===== src/rtl/bit_deserializer_16.sv =====
// Serial-to-parallel 16-bit word assembler: one accepted bit per cycle is
// written into the position selected by bit_idx, and the full word is offered on a valid/ready port.
module bit_deserializer_16 #(
  parameter bit MSB_FIRST = 1'b0
) (
  input  logic        clk,
  input  logic        rst,
  input  logic        in_bit,
  input  logic        in_valid,
  output logic        in_ready,
  input  logic        clear,
  output logic [15:0] word_out,
  output logic        out_valid,
  input  logic        out_ready,
  output logic [3:0]  bit_idx
);

  // Handshakes: a bit moves when in_valid & in_ready; a word moves when
  // out_valid & out_ready. in_ready never looks at in_valid.

  localparam logic [0:0] FILL = 1'b0;
  localparam logic [0:0] HOLD = 1'b1;

  logic [0:0]  state;
  logic [3:0]  pos;
  logic [15:0] wr_en;
  logic [15:0] bit_mask;
  logic        accept;
  logic        take;

  // The state register is observable directly: out_valid is 1 exactly in HOLD.
  assign out_valid = (state == HOLD);
  assign in_ready  = (state == FILL) ? 1'b1 : out_ready;
  assign accept    = in_valid & in_ready;
  assign take      = out_valid & out_ready;

  always_comb begin
    pos = bit_idx;
    if (MSB_FIRST) begin
      pos = 4'd15 - bit_idx;
    end
  end

  assign wr_en    = 16'd1 << pos;
  assign bit_mask = wr_en & {16{in_bit}};

  always_ff @(posedge clk) begin
    if (rst) begin
      state    <= FILL;
      word_out <= 16'h0000;
      bit_idx  <= 4'd0;
    end else begin
      case (state)
        FILL: begin
          if (clear) begin
            bit_idx <= 4'd0;
          end else if (accept) begin
            // The first bit of a word wipes whatever the previous word left behind.
            if (bit_idx == 4'd0) begin
              word_out <= bit_mask;
            end else begin
              word_out <= (word_out & ~wr_en) | bit_mask;
            end
            bit_idx <= bit_idx + 4'd1;
            if (bit_idx == 4'd15) begin
              state <= HOLD;
            end
          end
        end
        HOLD: begin
          // bit_idx is already 0 here, so pos addresses the first bit of the next word.
          if (take) begin
            state <= FILL;
            if (accept && !clear) begin
              word_out <= bit_mask;
              bit_idx  <= 4'd1;
            end else begin
              bit_idx  <= 4'd0;
            end
          end else if (clear) begin
            bit_idx <= 4'd0;
          end
        end
        default: begin
          state   <= FILL;
          bit_idx <= 4'd0;
        end
      endcase
    end
  end

endmodule


===== config.mk =====
export PLATFORM = sky130hd
export DESIGN_NAME = bit_deserializer_16
export DESIGN_NICKNAME = d
export VERILOG_FILES = /design/src/rtl/bit_deserializer_16.sv
export SDC_FILE = /design/constraint.sdc
export NUM_CORES = 1
export LEC_CHECK = 0
export CAP_MARGIN = 30
export CORE_MARGIN = 1.5
export CORE_UTILIZATION = 45
export DETAILED_ROUTE_END_ITERATION = 8
export GPL_TIMING_DRIVEN = 0
export PLACE_DENSITY = 0.82
export SLEW_MARGIN = 30
export SYNTH_ARGS = -nofsm -noshare
export SYNTH_HDL_FRONTEND = slang
export SYNTH_SLANG_ARGS = --single-unit

===== constraint.sdc =====
create_clock -name clk -period 1.5 [get_ports clk]
set_input_delay 0.225 -clock clk [delete_from_list [all_inputs] [get_ports clk]]
set_output_delay 0.225 -clock clk [all_outputs]
set_load 0.01 [all_outputs]

Word-level counts from Yosys, hierarchy flattened
Index checks and enable logic that the tools add are counted.
{"block": "word_totals", "ff_bits": 21, "out_inout_bits": 22, "word_cells": 42}
{"block": "op_classes", "add_sub_neg": 1, "n_eq_ne": 7, "shift": 1, "muxes": 18, "bitwise": 7, "n_reduce_logical": 5}
{"cell": "2-to-1 mux 16 bit", "count": 5}
{"cell": "AND 16 bit", "count": 2}
{"cell": "one-hot mux 16 bit (2 select lines)", "count": 1}
{"cell": "2-to-1 mux 4 bit", "count": 4}
{"cell": "inverter 16 bit", "count": 1}
{"cell": "OR 16 bit", "count": 1}
{"cell": "<< shifter 1 x 4 -> 16 bit, first input constant", "count": 1}
{"cell": "one-hot mux 4 bit (2 select lines)", "count": 1}
{"cell": "2-to-1 mux 1 bit", "count": 6}
{"cell": "adder 4 x 1 -> 4 bit, second input constant", "count": 1}
{"cell": "equality test 4 bit, second input constant", "count": 1}
{"cell": "logical NOT 4 bit", "count": 1}
{"cell": "inequality test 2 x 1 -> 1 bit, second input constant", "count": 2}
{"cell": "inequality test 2 bit, second input constant", "count": 2}
{"cell": "AND reduction 4 bit", "count": 1}
{"cell": "inequality test 3 x 2 -> 1 bit, second input constant", "count": 1}
{"cell": "inequality test 3 bit, second input constant", "count": 1}
{"cell": "AND 1 bit", "count": 2}
{"cell": "one-hot mux 1 bit (2 select lines)", "count": 1}
{"cell": "AND reduction 2 bit", "count": 1}
{"cell": "logical AND 1 bit", "count": 1}
{"cell": "logical NOT 1 bit", "count": 1}
{"cell": "inverter 1 bit", "count": 1}

Longest topological paths before layout
Gate-level depths: netlist of the first run.
{"block": "logic_depth", "depth_word": 8, "mapped_depth": 7, "ltp_nobuf": 6}

Worst setup path before layout of the first run
Ideal clock, no wire load.
{"block": "synth_timing", "path_kind": "register to register", "from": "register bit_idx[0]", "to": "register (tool-made name)", "setup_ns": 0.092, "arrival_time_ns": 1.400, "path_slack_ns": 0.007, "stages_incl_launch_ff": 8, "path_buffers": 1, "cell_sequence": "dfxtp_1 inv_1 ha_1 nor3b_1 o211ai_2 nand2b_2 buf_6 o32ai_1"}
{"item": "from (decl)", "line": "15", "source": "output logic [3:0] bit_idx"}
{"item": "from (signal assigned)", "line": "64", "source": "bit_idx <= bit_idx + 4'd1;"}

==> results.py, run 1 <==
metrics = {
    "placement": {
        "port_buffers": 27,
        "place.gp.congestion": 0.825,
        "dp_hpwl_mm": 1.78,
        "numPlacedInstances": 170,
        "placed_area_um2": 1370,
    },
    "worst_setup_path": {
        "critPathKind": "reg -> reg",
        "end_kind": "flip-flop",
        "arrival_ns": 1.70,
        "timing.critical_path.cells": "inv_1, ha_2, nor3b_4, o211ai_2, a32oi_1, a311oi_1",
        "worst_path_dominant_cell_family": "compound AO/OA/AOI/OAI gates",
        "critical-path-max-stage-delay_ns": 0.38,
        "timing.critical_path.required_ns": 1.72,
        "path_buf_inv": 1,
        "critical_path.slowest_cell": "dfxtp_4",
        "critPathMaxFanout": 3,
        "startpoint_types": "flip-flop",
    },
    "floorplanning": {
        "std_cell_rows": 17,
        "die_width_um": 51.7,
        "y_dimension_of_the_die_um": 51.7,
        "initial_utilization_pct": 47.8,
        "design.portCount": 28,
        "dieArea_um2": 2680,
        "fp.coreArea_um2": 2230,
    },
    "drt": {
        "drtAntennaViolNets": 0,
        "first_iter_violations": 39,
        "number_of_detailed_routing_iterations_run_before_antenna_repair": 4,
        "via_count": 996,
        "drcViolationCount": 0,
        "postRouteWirelength_mm": 2.57,
        "vias_per_cell": 5.63,
        "routed_wire_length_per_instance_um": 14.5,
    },
    "timing": {
        "clock_skew_ns": 0.00425,
        "finalWorstPathRequiredPeriod_ns": 1.48,
        "finalMaxSlewViolations": 0,
        "slew_headroom_pct": 67.4,
        "timing.final.crit_share_pct": 98.3,
        "report.final.hold_viol_count": 0,
        "rsz0062_at_grt": "yes",
        "fin_worst_hold_slack_ns": 0.471,
        "achievable-frequency_mhz": 678,
        "setup_viol_count_final": 0,
        "max_slew.worst_pin.slew_ns": 0.489,
    },
    "grt": {
        "global_routing_usage_on_met1_pct": 22.9,
        "grt_pass1_vias": 907,
        "grt.met2_usage_pct": 37.2,
        "global_route.peak_usage_layer": "met2",
        "grt_remaining_overflow": 0,
        "track_usage_pct": 19.9,
        "antenna_found_initial": 0,
        "grt_pass1_wl_mm": 4.00,
        "grt_max_degree": 13,
        "use_met3_pct": 6.32,
    },
    "logic_synthesis": {
        "synth_cells": 115,
        "syn-cell-area_um2": 1070,
        "synth_edf_count": 0,
        "synth_async_sr_flop_share_pct": 0,
        "average_instance_area_after_synthesis_um2": 9.29,
        "synth_cell_types": 34,
        "synth_seq_area_share_pct": 39.3,
        "synth.ff_latch_count": 21,
        "syn_nets": 127,
        "yosysWarnings": 0,
        "synth_top_flop_cell": "dfxtp_1",
    },
    "run_status": {
        "run_status": "complete, no violations",
    },
    "clock_network": {
        "clk-insertion-delay-late_ns": 0.31,
        "clock_path_buffers": 2,
        "root_buffer": "clkbuf_4",
        "tritoncts": "yes",
        "tritoncts.num_buffers": 3,
        "htree_levels": 1,
        "clk_pin_slew_worst_paths_ns": 0.12,
        "cts_sinks": 21,
    },
    "pwr": {
        "static-leakage-power_nw": 0.509,
        "power.density_cell_area_nw_per_um2": 647,
        "total_power_w": 0.000952,
        "vdd_drop_max_v": 0.000892,
    },
    "worst_hold_path": {
        "hp-class": "reg -> reg",
    },
    "cells_and_area": {
        "n_fill_cell": 190,
        "drive_gt1_share_pct": 22.8,
        "most-common-layout-cells": "26 x clkdlybuf4s50_1, 18 x dfxtp_1, 14 x o21ai_0",
        "final_common_cell": "clkdlybuf4s50_1",
        "finalCoreUtilization_pct": 65.9,
        "fin_nets": 162,
        "final_cell_area_um2": 1470,
        "stdcell_count": 177,
        "diodes": 0,
        "area_growth_from_synthesis_to_layout_pct": 37.8,
    },
    "flow_run": {
        "max_cap_viol_count": 0,
    },
}
==> stage by stage <==
stage / setup TNS, ns / setup slack [ns]
after floorplan: 0 / 0.00735
after global placement: -1.96 / -0.169
after detailed placement: -2.22 / -0.188
after CTS: 0 / 0.00228
after global routing: -0.0529 / -0.0205
final: 0 / 0.0248
==> worst paths after layout <==
kind | from | endpoint | slack (ns) | depth (start not counted)
worst max-delay path | bit_idx[0]$_SDFFE_PP0P_ | flip-flop | 0.02 | 6
worst min-delay path | flip-flop | flip-flop | 0.47 | 2
worst max register to register | bit_idx[0]$_SDFFE_PP0P_ | flip-flop | 0.02 | 6
worst min register to register | flip-flop | flip-flop | 0.47 | 2
==> synthesized netlist by cell type, drive strengths merged, types with 5 or more instances <==
cell type,n,area share [%]
buf,6,4.8
inv,8,3.3
nor2b,5,3.6
a21oi,6,3.2
ha,6,7.0
o21ai,14,6.6
nand2,7,2.5
dfxtp,21,39
nor2,5,1.8
o32ai,12,11
==> tightest hold or removal path: cells and delay by family (launching register included) <==
kind | cells | cell delay (ns)
buffers and inverters | 1 | 0.05
DFF | 1 | 0.33
AOI/OAI and AO/OA | 1 | 0.05
==> timing repair <==
action,4_1_cts,5_1_grt
gates cloned,0,0
setup buffers,4,0
hold buffers,0,0
setup endpoints to repair,16,13
resized for setup,13,7
pin swaps,3,3
==> cell type report <==
| class | instances | area [um2] | share of cell area, % |
|---|---|---|---|
| plain buffers | 7 | 47.5 | 3.23 |
| clock buffers | 3 | 22.5 | 1.53 |
| clock inverters | 1 | 5.00 | 0.340 |
| inverters | 8 | 35.0 | 2.38 |
| multi-input cells | 78 | 603 | 41.0 |
| flip-flops and latches | 21 | 429 | 29.1 |
| well taps | 28 | 35.0 | 2.38 |
| repair buffers | 31 | 295 | 20.1 |
==> power breakdown <==
group / leakage (nW) / internal, W / switching [W] / total, W
clock network: 0.0177 / 0.0000998 / 0.000181 / 0.000280
registers: 0.171 / 0.000559 / 0.00000283 / 0.000562
logic: 0.320 / 0.0000490 / 0.0000613 / 0.000110
==> metal layers <==
metal  routed length, um  part of all wire [%]
met1                1100                    43
met2                1290                    50
met3                 165                   6.4
met4                  15                  0.58
met5                   0                     0
==> logic make-up after synthesis <==
logic type	Yosys count	share of synthesized area, %
compound gates	41	27.4
fa+ha+maj	6	7.03
buf+inv	16	8.78
flops	21	39.3
simple gates	31	17.4
Power figures use the tool's default switching activity.
==> inputs of run 2 (changes only) <==
- CORE_UTILIZATION: 45 -> 47
- PLACE_DENSITY: 0.82 -> 0.85
- SKIP_LAST_GASP: default -> 1
==> run 2 against run 1 <==
  * Total power up 1.3%
  * Design area rose by 2.0%
  * Maximum frequency is 0.11% lower
  * Sequential share of layout area fell by 0.56 points
  * Die area decreased by 4.0%
  * First-iteration DRC count shrank 56%
  * Setup slack worse by 0.0016 ns
==> results.py, run 2 (synthesized netlist as in run 1, its figures left out) <==
metrics = {
    "clock_network": {
        "htree_levels": 1,
        "tritoncts": "yes",
        "tritoncts.num_buffers": 3,
        "cts_sinks": 21,
        "clk_pin_slew_worst_paths_ns": 0.12,
        "hold_buffers": 0,
        "root_buffer": "clkbuf_4",
        "clk-insertion-delay-late_ns": 0.32,
        "clock_path_buffers": 2,
    },
    "cells_and_area": {
        "multi_input_area_um2": 614,
        "finalCoreUtilization_pct": 69.2,
        "n_fill_cell": 184,
        "fin_nets": 165,
        "area_growth_from_synthesis_to_layout_pct": 40.5,
        "drive_gt1_share_pct": 23.0,
        "ff_latch_area_um2": 429,
        "diodes": 0,
        "stdcell_count": 180,
        "final_common_cell": "clkdlybuf4s50_1",
        "most-common-layout-cells": "25 x clkdlybuf4s50_1, 18 x dfxtp_1, 14 x o21ai_0",
    },
    "timing": {
        "fin_worst_hold_slack_ns": 0.485,
        "fin_setup_tns_ns": 0,
        "report.final.hold_viol_count": 0,
        "finalMaxSlewViolations": 0,
        "clock_skew_ns": 0.00408,
        "max_slew.worst_pin.slew_ns": 0.504,
        "finalWorstPathRequiredPeriod_ns": 1.48,
        "achievable-frequency_mhz": 677,
        "rsz0062_at_grt": "yes",
        "setup_viol_count_final": 0,
        "timing.final.crit_share_pct": 98.5,
        "slew_headroom_pct": 66.4,
    },
    "grt": {
        "grt_pass1_vias": 984,
        "antenna_found_initial": 0,
        "track_usage_pct": 22.2,
        "grt_remaining_overflow": 0,
        "grt_pass1_wl_mm": 4.40,
        "grt_max_degree": 13,
    },
    "worst_setup_path": {
        "end_kind": "flip-flop",
        "critPathKind": "in -> reg",
        "timing.critical_path.required_ns": 1.70,
        "arrival_ns": 1.67,
        "worst_setup_path_startpoint": "clear",
        "critPathMaxFanout": 10,
        "regToRegStartpoint": "out_valid$_SDFF_PP0_",
        "startpoint_types": "primary input",
    },
    "placement": {
        "place.gp.congestion": 0.858,
        "numPlacedInstances": 170,
        "dp_hpwl_mm": 1.85,
        "port_buffers": 27,
    },
    "pwr": {
        "static-leakage-power_nw": 0.533,
        "power.density_cell_area_nw_per_um2": 642,
        "total_power_w": 0.000964,
        "vdd_drop_max_v": 0.000424,
    },
    "drt": {
        "postRouteWirelength_mm": 2.70,
        "routed_wire_length_per_instance_um": 15.0,
        "vias_per_cell": 5.79,
        "first_iter_violations": 17,
        "drcViolationCount": 0,
        "via_count": 1043,
        "drtAntennaViolNets": 0,
        "number_of_detailed_routing_iterations_run_before_antenna_repair": 4,
    },
    "flow_run": {
        "max_cap_viol_count": 0,
    },
    "run_status": {
        "run_status": "complete, no violations",
    },
    "floorplanning": {
        "dieArea_um2": 2570,
        "die_width_um": 50.7,
        "design.portCount": 28,
        "std_cell_rows": 17,
        "y_dimension_of_the_die_um": 50.7,
        "initial_utilization_pct": 49.3,
        "fp.coreArea_um2": 2170,
    },
    "worst_hold_path": {
        "hp-class": "reg -> reg",
    },
}
[run 2: critical path, stage by stage]
cell             delay [ns]
clkdlybuf4s50_1        0.45
and2b_2                0.32
nand3_2                0.12
buf_4                  0.19
o21ai_0                0.23
o32ai_2                0.14
[run 2: final timing paths]
kind | to | slack [ns] | cells past startpoint
min reg2reg | flip-flop | 0.48 | 2
max | flip-flop | 0.02 | 6
min | flip-flop | 0.48 | 2
max reg2reg | flip-flop | 0.04 | 7
[run 2: power breakdown]
group / internal, W / switching, W / total, W
clock: 0.000100 / 0.000188 / 0.000288
combinational: 0.0000509 / 0.0000631 / 0.000114
sequential: 0.000559 / 0.00000319 / 0.000562
total: 0.000710 / 0.000254 / 0.000964
[run 2: timing repair]
item | CTS | global route
setup endpoints to repair | 16 | 15
gates resized for setup | 11 | 9
pin swaps | 3 | 1
gates cloned | 0 | 1
setup buffers | 5 | 1
[run 2: per-layer routing]
| layer | up-vias | track usage [%] | routed length, um |
|---|---|---|---|
| met1 | 514 | 27.3 | 1180 |
| li1 | 498 | - | - |
| met4 | 0 | 8.11 | 45 |
| met5 | - | 0 | 0 |
| met3 | 5 | 2.68 | 85 |
| met2 | 26 | 39.5 | 1390 |
[run 2: through the flow]
stage,setup WS (ns),area (um2)
floorplan,0.00735,1070
global placement,-0.168,1370
detailed placement,-0.217,1370
CTS,0.00803,1460
global route,-0.0470,1500
finish,0.0232,1500
[run 2: final cells by class]
type / instances / area share, %
multi-input combinational: 79 / 40.9
tap: 28 / 2.33
buffer: 7 / 3.17
inverter: 8 / 2.33
timing repair buffer: 33 / 20.8
sequential: 21 / 28.6
clock buffer: 3 / 1.50
clock inverter: 1 / 0.333
==> inputs of run 3 (changes only) <==
- PLACE_DENSITY: 0.85 -> 0.86
==> run 3 against run 2 <==
  * First-iteration DRC count fell by 47%
  * Sequential cell count unchanged
  * Via count decreased by 1.2%
  * Total power hardly changed
  * Design area increased by 3.2%
  * Sequential power hardly changed
  * Sequential share of layout area is 0.88 points lower
  * Core utilization up 2.2 points
  * Critical path depth unchanged
  * Register-to-register slack barely moved
  * Critical path type is now reg -> reg
  * Largest cell class unchanged
  * Largest power group unchanged
==> results.py, run 3 (synthesized netlist as in run 1, its figures left out) <==
metrics = {
    "run_status": {
        "run_status": "complete, no violations",
    },
    "cells_and_area": {
        "stdcell_count": 180,
        "n_fill_cell": 181,
        "drive_gt1_share_pct": 25.7,
        "multi_input_area_um2": 627,
        "area_growth_from_synthesis_to_layout_pct": 45.0,
        "most-common-layout-cells": "26 x clkdlybuf4s50_1, 18 x dfxtp_1, 12 x o21ai_0",
        "ff_latch_area_um2": 429,
        "diodes": 0,
        "final_common_cell": "clkdlybuf4s50_1",
        "fin_nets": 165,
    },
    "grt": {
        "grt_max_degree": 12,
        "grt_remaining_overflow": 0,
        "grt.met2_usage_pct": 43.6,
        "antenna_found_initial": 0,
        "use_met3_pct": 2.68,
        "grt_pass1_vias": 1088,
        "track_usage_pct": 23.0,
        "global_route.peak_usage_layer": "met2",
        "grt_pass1_wl_mm": 4.54,
        "global_routing_usage_on_met1_pct": 25.3,
    },
    "floorplanning": {
        "design.portCount": 28,
        "die_width_um": 50.7,
        "fp.coreArea_um2": 2170,
        "y_dimension_of_the_die_um": 50.7,
        "std_cell_rows": 17,
        "dieArea_um2": 2570,
        "initial_utilization_pct": 49.3,
    },
    "timing": {
        "clock_skew_ns": 0.00293,
        "max_slew.worst_pin.slew_ns": 0.579,
        "timing.final.crit_share_pct": 97.5,
        "fin_setup_tns_ns": 0,
        "finalWorstPathRequiredPeriod_ns": 1.46,
        "slew_headroom_pct": 61.4,
        "fin_worst_hold_slack_ns": 0.488,
        "rsz0062_at_grt": "yes",
        "finalMaxSlewViolations": 0,
        "setup_viol_count_final": 0,
        "achievable-frequency_mhz": 684,
        "post_layout_worst_setup_margin_ns": 0.0381,
        "report.final.hold_viol_count": 0,
    },
    "placement": {
        "dp_hpwl_mm": 1.89,
        "place.gp.congestion": 0.862,
        "port_buffers": 27,
        "dp_slack_ns": -0.225,
        "numPlacedInstances": 170,
    },
    "worst_setup_path": {
        "regToRegStartpoint": "bit_idx[0]$_SDFFE_PP0P_",
        "startpoint_types": "flip-flop",
        "worst_setup_path_startpoint": "bit_idx[0]$_SDFFE_PP0P_",
        "critPathKind": "reg -> reg",
        "critPathMaxFanout": 4,
        "timing.critical_path.required_ns": 1.75,
        "end_kind": "flip-flop",
        "arrival_ns": 1.71,
    },
    "clock_network": {
        "htree_levels": 1,
        "hold_buffers": 0,
        "tritoncts": "yes",
        "cts_sinks": 21,
        "clock_path_buffers": 2,
        "clk-insertion-delay-late_ns": 0.30,
        "root_buffer": "clkbuf_4",
        "tritoncts.num_buffers": 3,
        "clk_pin_slew_worst_paths_ns": 0.11,
    },
    "drt": {
        "vias_per_cell": 5.72,
        "postRouteWirelength_mm": 2.77,
        "drcViolationCount": 0,
        "drtAntennaViolNets": 0,
        "via_count": 1030,
        "routed_wire_length_per_instance_um": 15.4,
        "number_of_detailed_routing_iterations_run_before_antenna_repair": 4,
        "first_iter_violations": 9,
    },
    "pwr": {
        "vdd_drop_max_v": 0.000503,
        "static-leakage-power_nw": 0.533,
        "power.density_cell_area_nw_per_um2": 622,
    },
    "flow_run": {
        "max_cap_viol_count": 0,
    },
    "worst_hold_path": {
        "hp-class": "reg -> reg",
    },
}
==> run 3: critical path, cell delays in order (launching register included) <==
cell	delay, ns
dfxtp_4	0.37
buf_4	0.14
ha_1	0.25
ha_1	0.29
nor3_1	0.18
a21oi_1	0.08
nor2_1	0.09
==> run 3: area by class of cell <==
| type | count | area share (%) |
|---|---|---|
| multi-input cells | 78 | 40.5 |
| repair buffers | 33 | 21.6 |
| inverters | 8 | 2.26 |
| plain buffers | 8 | 4.04 |
| well taps | 28 | 2.26 |
| clock buffers | 4 | 1.70 |
| flip-flops and latches | 21 | 27.7 |
==> run 3: power breakdown <==
part / leakage [nW] / internal (W) / switching, W
logic: 0.347 / 0.0000635 / 0.0000680
clock network: 0.0150 / 0.000104 / 0.000166
registers: 0.171 / 0.000559 / 0.00000353
==> run 3: worst paths after layout <==
kind | end | slack (ns) | cells past startpoint
setup / recovery | bit_idx[2]$_SDFFE_PP0P_ | 0.04 | 6
hold / removal | flip-flop | 0.49 | 2
setup reg to reg | bit_idx[2]$_SDFFE_PP0P_ | 0.04 | 6
hold reg to reg | flip-flop | 0.49 | 2
==> run 3: what timing repair did <==
item / 4_1_cts / 5_1_grt
buffers inserted: 5 / 0
resized for setup: 12 / 14
cloned: 0 / 1
endpoints found under the setup margin: 17 / 13
pin swaps: 2 / 2
==> run 3: layer usage <==
layer | part of all wire [%] | up-vias
met3 | 2.6 | 2
met2 | 53 | 27
li1 | - | 498
met4 | 0.90 | 0
met5 | 0 | -
met1 | 43 | 503
==> run 3: metrics by stage <==
step	util [%]	power [W]	instance area, um2
4_1_cts	67.6	0.000947	1470
3_3_place_gp	63.3	0.000673	1370
5_1_grt	71.4	0.000999	1550
6_report	71.4	0.000963	1550
3_5_place_dp	63.3	0.000676	1370
2_1_floorplan	-	0.000637	1070
